===== config.mk =====
export PLATFORM = sky130hd
export DESIGN_NAME = lane_sync_handler
export DESIGN_NICKNAME = d
export VERILOG_FILES = /design/src/rtl/lane_sync_handler_pkg.sv /design/src/rtl/lane_sync_handler_cgs.sv /design/src/rtl/lane_sync_handler.sv
export SDC_FILE = /design/constraint.sdc
export NUM_CORES = 1
export LEC_CHECK = 0
export CORE_MARGIN = 2
export CORE_UTILIZATION = 27
export DETAILED_ROUTE_END_ITERATION = 16
export GPL_TIMING_DRIVEN = 0
export PLACE_DENSITY = 0.85
export SYNTH_ARGS = -nofsm -noshare
export SYNTH_HDL_FRONTEND = slang
export SYNTH_HIERARCHICAL = 1
export SYNTH_SLANG_ARGS = --single-unit

===== constraint.sdc =====
create_clock -name Clock -period 2.1 [get_ports Clock]
set_clock_uncertainty 0.1 [all_clocks]
set_input_delay 0.315 -clock Clock [delete_from_list [all_inputs] [get_ports Clock]]
set_output_delay 0.315 -clock Clock [all_outputs]
set_load 0.01 [all_outputs]

===== src/rtl/lane_sync_handler_pkg.sv =====
// Shared types and constants for the lane code-group synchronisation block.
package lane_sync_handler_pkg;

   typedef enum logic [1:0] {
      CS_INIT  = 2'd0,
      CS_CHECK = 2'd1,
      CS_DATA  = 2'd2
   } cs_state_e;

   localparam logic [7:0] K28_5     = 8'hBC;
   localparam int         ERR_CNT_W = 16;
   localparam int         LIM_W     = 4;

   // Increment that sticks at lim instead of wrapping.
   function automatic logic [LIM_W-1:0] sat_inc(input logic [LIM_W-1:0] v,
                                                input logic [LIM_W-1:0] lim);
      return (v >= lim) ? lim : v + 1'b1;
   endfunction

endpackage


===== src/rtl/lane_sync_handler_cgs.sv =====
// Per-lane code-group sync FSM (INIT -> CHECK -> DATA), with an optional
// saturating bad-beat counter when LSH_ERR_CNT_EN is defined.
module lane_cgs_fsm
   import lane_sync_handler_pkg::*;
#(
   parameter int BYTES     = 8,
   parameter int K_CNT     = 4,
   parameter int ERR_LIMIT = 3
) (
   input  logic               clk,
   input  logic               rst,
   input  logic [BYTES*8-1:0] rx_data,
   input  logic [BYTES-1:0]   rx_k,
   input  logic [BYTES-1:0]   rx_cv,
   input  logic [BYTES-1:0]   rx_de,
   input  logic               rx_val,
   input  logic               sync_req,
`ifdef LSH_ERR_CNT_EN
   input  logic                 err_clr,
   output logic [ERR_CNT_W-1:0] err_cnt,
`endif
   output logic               lane_sync,
   output logic               in_init
);

   localparam logic [LIM_W-1:0] K_LIM = LIM_W'(K_CNT);
   localparam logic [LIM_W-1:0] E_LIM = LIM_W'(ERR_LIMIT);

   cs_state_e        state, state_nx;
   logic [LIM_W-1:0] k_cnt, k_nx;
   logic [LIM_W-1:0] bad_cnt, bad_nx;
   logic             all_k, k_beat, bad;

   always_comb begin
      all_k = 1'b1;
      for (int b = 0; b < BYTES; b++)
         if (!rx_k[b] || rx_data[b*8 +: 8] != K28_5) all_k = 1'b0;
   end

   assign k_beat  = rx_val & all_k;
   assign bad     = rx_val & (|rx_cv | |rx_de);
   assign in_init = (state == CS_INIT);

   always_comb begin
      state_nx = state;
      k_nx     = k_cnt;
      bad_nx   = bad_cnt;
      // Losing the lane or a resync request beats every other transition.
      if (!rx_val || sync_req) begin
         state_nx = CS_INIT;
         k_nx     = '0;
         bad_nx   = '0;
      end else begin
         case (state)
            CS_INIT: begin
               if (k_beat) begin
                  k_nx = sat_inc(k_cnt, K_LIM);
                  if (k_nx == K_LIM) state_nx = CS_CHECK;
               end else begin
                  k_nx = '0;
               end
            end
            CS_CHECK: begin
               if (bad) begin
                  state_nx = CS_INIT;
                  k_nx     = '0;
               end else if (!k_beat) begin
                  state_nx = CS_DATA;
                  bad_nx   = '0;
               end
            end
            CS_DATA: begin
               if (bad) begin
                  bad_nx = sat_inc(bad_cnt, E_LIM);
                  if (bad_nx == E_LIM) begin
                     state_nx = CS_INIT;
                     k_nx     = '0;
                     bad_nx   = '0;
                  end
               end else begin
                  bad_nx = '0;
               end
            end
            default: begin
               state_nx = CS_INIT;
               k_nx     = '0;
               bad_nx   = '0;
            end
         endcase
      end
   end

   // lane_sync is taken from the next state so it tracks state cycle-for-cycle.
   always_ff @(posedge clk) begin
      if (rst) begin
         state     <= CS_INIT;
         k_cnt     <= '0;
         bad_cnt   <= '0;
         lane_sync <= 1'b0;
      end else begin
         state     <= state_nx;
         k_cnt     <= k_nx;
         bad_cnt   <= bad_nx;
         lane_sync <= (state_nx == CS_DATA);
      end
   end

`ifdef LSH_ERR_CNT_EN
   always_ff @(posedge clk) begin
      if (rst)                   err_cnt <= '0;
      else if (err_clr)          err_cnt <= '0;
      else if (bad && err_cnt != '1) err_cnt <= err_cnt + 1'b1;
   end
`endif

endmodule


===== src/rtl/lane_sync_handler.sv =====
// Multi-lane sync handler: one lane_cgs_fsm per lane plus link-level status.
// Optional per-lane error counters are enabled by defining LSH_ERR_CNT_EN.
module lane_sync_handler
   import lane_sync_handler_pkg::*;
#(
   parameter int LANES     = 2,
   parameter int BYTES     = 8,
   parameter int K_CNT     = 4,
   parameter int ERR_LIMIT = 3
) (
   input  logic                     Clock,
   input  logic                     Reset,
   input  logic [LANES*BYTES*8-1:0] Lane_Rx_Data,
   input  logic [LANES*BYTES-1:0]   Lane_Rx_K,
   input  logic [LANES*BYTES-1:0]   Lane_Rx_CV,
   input  logic [LANES*BYTES-1:0]   Lane_Rx_DE,
   input  logic [LANES-1:0]         Lane_Rx_Val,
   input  logic                     Sync_Req,
   input  logic                     Err_Clr,
`ifdef LSH_ERR_CNT_EN
   output logic [LANES*ERR_CNT_W-1:0] Err_Cnt,
`endif
   output logic [LANES-1:0]         Lane_Sync,
   output logic                     SYNC_OK,
   output logic                     Sync_N
);

   logic [LANES-1:0] in_init;

   for (genvar g = 0; g < LANES; g++) begin : g_lane
      lane_cgs_fsm #(
         .BYTES    (BYTES),
         .K_CNT    (K_CNT),
         .ERR_LIMIT(ERR_LIMIT)
      ) u_fsm (
         .clk      (Clock),
         .rst      (Reset),
         .rx_data  (Lane_Rx_Data[g*BYTES*8 +: BYTES*8]),
         .rx_k     (Lane_Rx_K[g*BYTES +: BYTES]),
         .rx_cv    (Lane_Rx_CV[g*BYTES +: BYTES]),
         .rx_de    (Lane_Rx_DE[g*BYTES +: BYTES]),
         .rx_val   (Lane_Rx_Val[g]),
         .sync_req (Sync_Req),
`ifdef LSH_ERR_CNT_EN
         .err_clr  (Err_Clr),
         .err_cnt  (Err_Cnt[g*ERR_CNT_W +: ERR_CNT_W]),
`endif
         .lane_sync(Lane_Sync[g]),
         .in_init  (in_init[g])
      );
   end

`ifndef LSH_ERR_CNT_EN
   // Err_Clr has nothing to clear in this build.
   logic unused_err_clr;
   assign unused_err_clr = Err_Clr;
`endif

   always_ff @(posedge Clock) begin
      if (Reset) begin
         SYNC_OK <= 1'b0;
         Sync_N  <= 1'b0;
      end else begin
         SYNC_OK <= &Lane_Sync;
         Sync_N  <= ~|in_init;
      end
   end

endmodule


Word-level counts from Yosys, hierarchy flattened
Cells that the tools add are included.
Widths: inputs -> output; s select.
{"block": "classes", "muxes": 56, "order_cmp": 4, "bitwise_logic": 8, "addsub": 4, "reduce_logical": 51, "n_eq_ne": 36}
{"operator": "$ne 8x8->1 const B", "count": 16}
{"operator": "$mux 4", "count": 20}
{"operator": "$pmux 4 s3", "count": 4}
{"operator": "$reduce_or 8->1", "count": 4}
{"operator": "$mux 2", "count": 14}
{"operator": "$logic_not 1->1", "count": 19}
{"operator": "$logic_or 1x1->1", "count": 18}
{"operator": "$add 4x1->4 const B", "count": 4}
{"operator": "$mux 1", "count": 16}
{"operator": "$ne 2x1->1 const B", "count": 6}
{"operator": "$pmux 2 s3", "count": 2}
{"operator": "$reduce_and 3->1", "count": 4}
{"operator": "$eq 2x2->1 const B", "count": 4}
{"operator": "$eq 4x2->1 const B", "count": 2}
{"operator": "$eq 4x3->1 const B", "count": 2}
{"operator": "$ge 4x2->1 const B", "count": 2}
{"operator": "$ge 4x3->1 const B", "count": 2}
{"operator": "$ne 2x2->1 const B", "count": 4}
{"operator": "$reduce_or 2->1", "count": 3}
{"operator": "$and 1x1->1", "count": 4}
{"operator": "$eq 2x1->1 const B", "count": 2}
{"operator": "$logic_not 2->1", "count": 2}
{"operator": "$not 1->1", "count": 2}
{"operator": "$or 1x1->1", "count": 2}
{"operator": "$reduce_and 2->1", "count": 1}
{"block": "word_totals", "ff_bits": 24, "in_bits": 182, "output_inout_bits": 4, "word_cells": 169}

Depth between registers and ports, before layout
Gate-level depths: netlist of the first run.
{"block": "logic_depth", "word_depth": 16, "depth_mapped": 6, "ltp_nobuf": 6}

Hierarchy
Netlist of the first run, hierarchy kept.
{"module": "lane_cgs_fsm (g_lane[0].u_fsm)", "seq_area_each_um2": 220.2, "n_inst": 1, "area_per_inst_um2": 1013.5, "cells_per_inst": 115}
{"module": "lane_cgs_fsm (g_lane[1].u_fsm)", "seq_area_each_um2": 220.2, "n_inst": 1, "area_per_inst_um2": 809.5, "cells_per_inst": 88}
{"module": "lane_sync_handler", "seq_area_each_um2": 40.0, "n_inst": 1, "area_per_inst_um2": 53.8, "cells_per_inst": 4}

Worst setup path before layout of the first run
Ideal clock, no wire load.
{"block": "synth_timing", "path_type": "input to register", "start": "input Lane_Rx_Data[89]", "end": "register g_lane[1].u_fsm.bad_cnt[2]", "n_path_buf": 0, "t_arrival_ns": 1.890, "setup_slack_ns": 0.050, "setup_ns": 0.060, "cell_stages": 4, "path_cell_list": "or4b_1 or4_4 o311ai_4 and3_1"}
{"block": "synth_between", "elab_chain_len": 10}
{"item": "start: declaration", "line": "lane_sync_handler.sv:13", "source": "input logic [LANES*BYTES*8-1:0] Lane_Rx_Data,"}
{"item": "$ne 8x8->1", "line": "lane_sync_handler_cgs.sv:37", "source": "if (!rx_k[b] || rx_data[b*8 +: 8] != K28_5) all_k = 1'b0;"}
{"item": "$logic_or 1x1->1", "line": "lane_sync_handler_cgs.sv:37"}
{"item": "$mux 1 (5 in series)", "line": "lane_sync_handler_cgs.sv:37"}
{"item": "$and 1x1->1", "line": "lane_sync_handler_cgs.sv:40", "source": "assign k_beat = rx_val & all_k;"}
{"item": "$ne 2x2->1 (no source line)"}
{"item": "$reduce_and 3->1 (no source line)"}
{"item": "end signal: assignment", "line": "lane_sync_handler_cgs.sv:103", "source": "bad_cnt <= bad_nx;"}
{"item": "end: declaration", "line": "lane_sync_handler_cgs.sv:31", "source": "logic [LIM_W-1:0] bad_cnt, bad_nx;"}
Every way passes these cells.
A chain may end at the register's enable or synchronous reset.

Final worst setup path of the first run
{"block": "layout_timing", "start": "input Lane_Rx_Data[24]", "end": "register g_lane[0].u_fsm.k_cnt[1]"}
{"block": "layout_between", "elab_chain_len": 10}
{"item": "$ne 8x8->1", "line": "lane_sync_handler_cgs.sv:37"}
{"item": "$logic_or 1x1->1", "line": "lane_sync_handler_cgs.sv:37"}
{"item": "$mux 1 (5 in series)", "line": "lane_sync_handler_cgs.sv:37"}
{"item": "$and 1x1->1", "line": "lane_sync_handler_cgs.sv:40"}
{"item": "$mux 4", "line": "lane_sync_handler_cgs.sv:56", "source": "if (k_beat) begin"}
{"item": "$pmux 4 s3", "line": "lane_sync_handler_cgs.sv:54", "source": "case (state)"}
{"item": "end signal: assignment", "line": "lane_sync_handler_cgs.sv:102", "source": "k_cnt <= k_nx;"}
{"item": "end: declaration", "line": "lane_sync_handler_cgs.sv:30", "source": "logic [LIM_W-1:0] k_cnt, k_nx;"}
Every way passes these cells.

==> summary.md, run 1 <==
| Metric | Value |
|---|---|
| Status | `completed` |
| Rel. slew slack | `0.653` |
| Die Wd | `87.4 um` |
| Tightest Pin Transition | `0.513 ns` |
| Mapped Area | `1880 sq um` |
| PortBufs | `184` |
| Max-cap viol count | `0` |
| HP Class | `flop to flop` |
| Max VDD drop | `0.273 mV` |
| Power Total | `0.00120 W` |
| First-pass GRT wire length | `11,800 um` |
| Largest net degree at the start of global routing | `14` |
| Worst hold slack | `0.372 ns` |
| CTS Hold Bufs | `0` |
| CTS root buffer | `clkbuf_8` |
| DRC viols | `0` |
| Vias in the first global route | `2,758` |
| Via count | `2,655` |
| CP Data Arrival Time | `2.18 ns` |
| TritonCTS Buffers | `3` |
| Die Ht | `87.4 um` |
| Initial antenna violation count | `0` |
| Syn Inst Count | `207` |
| Initial DRT Pass Iterations | `4` |
| Diode count | `0` |
| Critical Path RT | `2.22 ns` |
| Dominant synthesized flop cell | `dfxtp_1` |
| Critical Path End Type | `flop` |
| Fin crit share | `0.981` |
| TritonCTS clock tree | `built` |
| Initial DRC Count | `67` |
| Synthesized area per cell | `9.07 sq um` |
| Final wirelength | `8070 um` |
| P&R area growth vs syn | `118%` |
| Total gr overflow | `0` |
| Rows | `30` |
| Layout cells sized above 1 | `0.122` |
| Synth Warn # | `6` |
| Startpoint Class | `primary input` |
| Nets | `590` |
| Slowest cell on the critical path | `or4_1` |
| Static Leak | `1.66 nW` |
| Pwr dens | `292 nW/um^2` |
| Setup TNS | `0 ns` |
| Slowest stage delay, CP | `0.48 ns` |
| Fillers | `550` |
| CTS max path bufs | `2` |
| Syn nets | `393` |
| Clk Latency, worst-skew pair | `0.27 ns` |
| WL/cell | `16.7 um` |
| Synth unique cells | `49` |
| Die ar. | `7630 sq um` |
| WS Path Type | `primary input to flop` |
| Achievable frequency | `0.485 GHz` |
| Initial Util | `0.278` |
| Register area share after synthesis | `0.256` |
| Area of the core | `6760 sq um` |
| Final min period | `2.06 ns` |
| Detailed placer's ending HPWL | `6590 um` |
| Io pins | `186` |
| Routability cong. | `0.858` |
| H-tree lvl count | `1` |
| Final hold violation count | `0` |
| DR vias/cell | `5.50` |
| Clock Pin Slew Worst Setup and Hold Paths | `0.08 ns` |
| Tot GR Track Use | `0.195` |
| Worst path buffer plus inverter count | `1` |
| Synth Register Bits | `24` |
| Antenna Nets Post-Route | `0` |
| Setup violators final | `0` |
| CP delay by family, top | `simple AND/OR/NAND/NOR gates` |
| Crit path cell chain | `clkdlybuf4s50_1, or4_1, or4_4, nor4_4, a32o_2` |
| Post-synth EDFFs | `0` |
| Max-slew violation count | `0` |
| CP Max Fanout | `3` |
| Async set-reset flop share out of synthesis | `0` |
| Clock sink count | `24` |
[worst reg2reg max path, delay by kind of cell, from the launching register on]
family / cells / cell delay, ns
AOI/OAI and AO/OA: 4 / 0.75
adders and majority gates: 1 / 0.20
DFF: 1 / 0.36
and+or+nand+nor: 1 / 0.36
[cells in the final DEF (no fill, tap or decap), types with 5 or more instances in the layout]
master	count
buf_4	7
clkdlybuf4s50_1	147
dfxtp_1	24
dlygate4sd2_1	16
dlymetal6s2s_1	20
inv_1	8
nand2_1	10
nand4_1	9
nand4b_1	25
nor2_1	11
nor3_1	5
nor4_1	11
nor4bb_1	5
or4_4	10
[path summary, 6_finish.rpt]
| path | depth (start not counted) | start | slack [ns] | endpoint |
|---|---|---|---|---|
| worst max-delay path | 5 | Lane_Rx_Data[24] | 0.04 | g_lane[0].u_fsm/k_cnt[1] |
| worst min-delay path | 2 | g_lane[0].u_fsm/bad_cnt[1] | 0.37 | g_lane[0].u_fsm/bad_cnt[1] |
| worst max register to register | 6 | g_lane[0].u_fsm/bad_cnt[0] | 0.28 | g_lane[0].u_fsm/k_cnt[1] |
| worst min register to register | 2 | g_lane[0].u_fsm/bad_cnt[1] | 0.37 | g_lane[0].u_fsm/bad_cnt[1] |
[final cells by class]
type / instances / area [sq um] / share of cell area
repair buffers: 192 / 1940 / 0.473
well taps: 80 / 100 / 0.0244
clock buffers: 4 / 55.1 / 0.0134
flip-flops and latches: 24 / 480 / 0.117
multi-input cells: 175 / 1490 / 0.365
inverters: 8 / 30.0 / 0.00733
[where the power goes]
group / switching [W] / internal, W / total, W
Sequential: 0 / 0.000455 / 0.000455
Clock: 0.000147 / 0.000167 / 0.000315
Combinational: 0.000106 / 0.000321 / 0.000427
Total: 0.000254 / 0.000943 / 0.00120
[stage by stage]
step,instances,instance area [sq um],worst slack [ns],util
2_1_floorplan,207,1880,0.0501,-
3_3_place_gp,471,3820,-0.516,0.565
3_5_place_dp,471,3820,-0.530,0.565
4_1_cts,481,4010,0.00399,0.593
5_1_grt,483,4090,-0.0356,0.606
6_report,483,4090,0.0398,0.606
[sequential cells by signal, summed over array words and instances, names as in the netlist]
register,count
SYNC_OK,1
Sync_N,1
g_lane.u_fsm/bad_cnt,8
g_lane.u_fsm/k_cnt,8
g_lane.u_fsm/lane_sync,2
g_lane.u_fsm/state,4
[cells by family (layout without fill, tap and decap cells)]
group | Yosys count | count (layout) | synth area share
adder cells (fa/ha/maj) | 4 | 4 | 0.0267
buffers and inverters | 8 | 204 | 0.0160
AND/OR/NAND/NOR | 137 | 137 | 0.533
AO/OA/AOI/OAI | 34 | 34 | 0.168
flip-flops | 24 | 24 | 0.256
[synth_stat cells, drive strengths merged (3+ instances only)]
cell type   n  share of area
nand2      12          0.025
or4        12          0.062
a211oi      5          0.023
nor3        7          0.021
o21ai       4          0.013
nand4      10          0.037
nand4b     25           0.12
a32o        3          0.017
o22a        4          0.019
nor4       13          0.047
inv         8          0.016
and3        5          0.017
nand3b      3          0.014
nor4b       3          0.014
and2        3          0.010
nor3b       4          0.016
dfxtp      24           0.26
nor2b       4          0.013
a21oi       8          0.023
ha          4          0.027
nor2       11          0.022
nor4bb      5          0.027
or4b        3          0.016
and4        4          0.019
nand4bb     4          0.024
[metal layers]
metal | track usage | wire length [um]
met1 | 0.180 | 2630
met2 | 0.396 | 4270
met3 | 0.0531 | 918
met4 | 0.0727 | 253
met5 | 0 | 0
[what timing repair did]
item	CTS	global route
buffers inserted	6	2
resized for setup	37	26
setup endpoints to repair	21	22
pin swaps	23	17
Power figures use the tool's default switching activity.
==> run 2, diff against run 1 <==
- SLEW_MARGIN: not set -> 20
==> results of run 2 <==
Final layout, timing and power as in run 1 (identical DEF).
==> run 3, diff against run 2 <==
- CORE_UTILIZATION: 27 -> 32
- PLACE_DENSITY: 0.85 -> 0.93
- clock period: 2.1 -> 2.45 ns (I/O delays scaled with it)
==> run 3 against run 2 <==
  * Die area shrank 15%
  * Total power shrank 14%
  * Cell area shrank 4.7%
  * Clock power shrank 16%
  * Setup slack lost 0.0085 ns
  * Register-to-register slack gained 0.35 ns
  * Utilization grew 9.4 points
  * Critical path depth grew 2
  * Critical endpoint is now g_lane[0].u_fsm/bad_cnt[0]
  * Highest routed layer unchanged
  * First-iteration DRC count grew 88%
==> summary.md, run 3 (synthesis gave the netlist of run 1 again) <==
| Metric | Value |
|---|---|
| Most frequent cells in the layout | `clkdlybuf4s50_1 (184), nand4b_1 (25), dfxtp_1 (24)` |
| P&R area growth vs syn | `108%` |
| Initial Util | `0.337 (+0.0589)` |
| Flop pwr share | `0.380 (about the same)` |
| RSZ-0062 raised after global routing | `yes` |
| Critical Path End Type | `flop` |
| CP Data Arrival Time | `2.47 ns (+0.29 ns)` |
| Reg-to-Reg End | `g_lane[0].u_fsm/k_cnt[0]` |
| Max-slew violation count | `0 (unchanged)` |
| Detailed placer's ending HPWL | `6660 um (+1.0%)` |
| Max-cap viol count | `0 (unchanged)` |
| Static Leak | `1.37 nW (-18%)` |
| WS Path Type | `primary input to flop` |
| HP Class | `flop to flop` |
| WL/cell | `16.5 um (-1.0%)` |
| Hold path start | `g_lane[0].u_fsm/bad_cnt[2]` |
| Io pins | `186 (unchanged)` |
| Pre-CTS setup slack | `-0.229 ns (+0.301 ns)` |
| TritonCTS Buffers | `3 (unchanged)` |
| Pwr dens | `263 nW/um^2 (-10%)` |
| Die Wd | `80.6 um (-7.8%)` |
| CTS root buffer | `clkbuf_8` |
| First-pass GRT wire length | `11,700 um (-1.1%)` |
| Worst reg-to-reg setup slack | `0.63 ns (+0.35 ns)` |
| Layout cells sized above 1 | `0.0752 (-0.0464)` |
| Final hold violation count | `0 (unchanged)` |
| Status | `completed` |
| Initial antenna violation count | `0 (unchanged)` |
| Largest net degree at the start of global routing | `14 (unchanged)` |
| Cell total after placement | `463 (-1.7%)` |
| Area of the core | `5570 sq um (-17%)` |
| R2R cell count | `6 (unchanged)` |
| Beginning of the worst register-to-register path | `g_lane[0].u_fsm/bad_cnt[0]` |
| CTS max path bufs | `2 (unchanged)` |
| Clock share of power | `0.259 (-0.004)` |
| Cell Count, Final, Fillers Out | `471 (-2.5%)` |
| DRC viols | `0 (unchanged)` |
| Fin crit share | `0.987` |
| Clock Pin Slew Worst Setup and Hold Paths | `0.08 ns (about the same)` |
| CP Max Fanout | `7 (+4)` |
| Die ar. | `6490 sq um (-15%)` |
| Post-route cell area | `3900 sq um (-4.7%)` |
| Util after Layout | `0.700 (+0.0940)` |
| Net Sw Frac | `0.202 (-0.0102)` |
| H-tree lvl count | `1 (unchanged)` |
| TritonCTS clock tree | `built` |
| Nets | `586 (-0.68%)` |
| Via count | `2,582 (-2.7%)` |
| Tightest Pin Transition | `0.464 ns (-0.0492 ns)` |
| Antenna Nets Post-Route | `0 (unchanged)` |
| Worst hold slack | `0.378 ns (+0.00586 ns)` |
| Tot GR Track Use | `0.227 (+0.0314)` |
| Max VDD drop | `0.255 mV (-6.7%)` |
| Clock sink count | `24 (unchanged)` |
| Pint | `0.000818 W (-13%)` |
| Total gr overflow | `0 (unchanged)` |
| Startpoint Class | `primary input` |
| Initial DRT Pass Iterations | `4 (unchanged)` |
| Commonest non-fill, non-tap cell in the layout | `clkdlybuf4s50_1` |
| Hold depth | `1 (-1)` |
| Combinational power share | `0.361 (+0.004)` |
| Rows | `27 (-10%)` |
| Final min period | `2.42 ns` |
| Vias in the first global route | `2,720 (-1.4%)` |
| P_sw | `0.000207 W (-18%)` |
| PortBufs | `184 (unchanged)` |
| Final wirelength | `7790 um (-3.5%)` |
| Rel. slew slack | `0.690 (+0.0366)` |
| Die Ht | `80.6 um (-7.8%)` |
| Initial DRC Count | `126 (+88%)` |
| Setup violators final | `0 (unchanged)` |
| Clk Latency, worst-skew pair | `0.26 ns (about the same)` |
| Achievable frequency | `0.413 GHz` |
| Placed Area | `3810 sq um (-0.26%)` |
| Largest registers | `g_lane.u_fsm/bad_cnt: 8 flops, g_lane.u_fsm/k_cnt: 8 flops, g_lane.u_fsm/state: 4 flops` |
| Final worst setup slack | `0.0313 ns (-0.00849 ns)` |
| CTS Hold Bufs | `0 (unchanged)` |
| Diode count | `0 (unchanged)` |
| Routability cong. | `0.823 (-4.2%)` |
| DR vias/cell | `5.48 (-0.27%)` |
| Critical Path RT | `2.50 ns (+0.28 ns)` |
| Worst-case hold path end point | `g_lane[0].u_fsm/bad_cnt[2]` |
-- run 3: changes by cell type in the layout (fill, tap and decap cells not counted), moves of 2 or more --
| cell | before | now |
|---|---|---|
| buf_4 | 7 | 4 |
| a211oi_2 | 3 | 1 |
| or4_4 | 10 | 7 |
| nor3_4 | 2 | 0 |
| clkdlybuf4s50_1 | 147 | 184 |
| nor3b_1 | 2 | 4 |
| dlymetal6s2s_1 | 20 | 0 |
| or4_1 | 2 | 5 |
| dlygate4sd2_1 | 16 | 0 |
| a211oi_1 | 2 | 4 |
-- run 3: worst max-delay path by stage --
stage | from | depth (start not counted) | slack (ns) | end
3_5_place_dp | Lane_Rx_DE[2] | 6 | -0.23 | g_lane[0].u_fsm/k_cnt[2]
2_1_floorplan | Lane_Rx_Data[89] | 4 | 0.35 | g_lane[1].u_fsm/bad_cnt[2]
3_3_place_gp | Lane_Rx_DE[2] | 6 | -0.19 | g_lane[0].u_fsm/k_cnt[2]
6_report | Lane_Rx_CV[1] | 7 | 0.03 | g_lane[0].u_fsm/bad_cnt[0]
4_1_cts | Lane_Rx_DE[2] | 6 | 0.004 | g_lane[0].u_fsm/k_cnt[2]
5_1_grt | Lane_Rx_DE[1] | 7 | -0.006 | g_lane[0].u_fsm/bad_cnt[0]
-- run 3: power groups by stage --
| stage | combinational, W | clock, W | sequential [W] |
|---|---|---|---|
| after floorplan | 0.0000483 | 0 | 0.000399 |
| after global placement | 0.000354 | 0 | 0.000399 |
| after detailed placement | 0.000362 | 0 | 0.000399 |
| after CTS | 0.000364 | 0.000275 | 0.000390 |
| after global routing | 0.000391 | 0.000293 | 0.000390 |
| final | 0.000370 | 0.000265 | 0.000390 |
-- run 3: repair_timing --
item / 4_1_cts / 5_1_grt
resized for setup: 0 / 2
setup endpoints to repair: 0 / 9
setup buffers: 0 / 4
-- run 3: per-stage QoR --
stage	total power, W	TNS, ns
floorplan	0.000447	0
global placement	0.000753	-3.00
detailed placement	0.000761	-3.69
CTS	0.00103	0
global route	0.00107	-0.0110
finish	0.00103	0
-- run 3: area by class of cell --
type                            instances  area, sq um
Fill cell                             417         1670
Clock buffer                            4         55.1
Timing Repair Buffer                  188         1870
Tap cell                               72         90.1
Sequential cell                        24          480
Multi-Input combinational cell        175         1370
Inverter                                8         30.0
-- run 3: per-layer routing --
metal | GRT usage | up-vias | part of all wire
met5 | 0 | - | 0
met2 | 0.468 | 125 | 0.54
met3 | 0.0629 | 8 | 0.11
li1 | - | 1256 | -
met4 | 0.0475 | 0 | 0.011
met1 | 0.217 | 1193 | 0.34
-- run 3: worst max-delay path, cell delays in order --
cell             delay (ns)
clkdlybuf4s50_1        0.41
or4_4                  0.55
o41ai_4                0.54
buf_4                  0.21
nand2_2                0.08
a211oi_1               0.26
a211oi_1               0.07
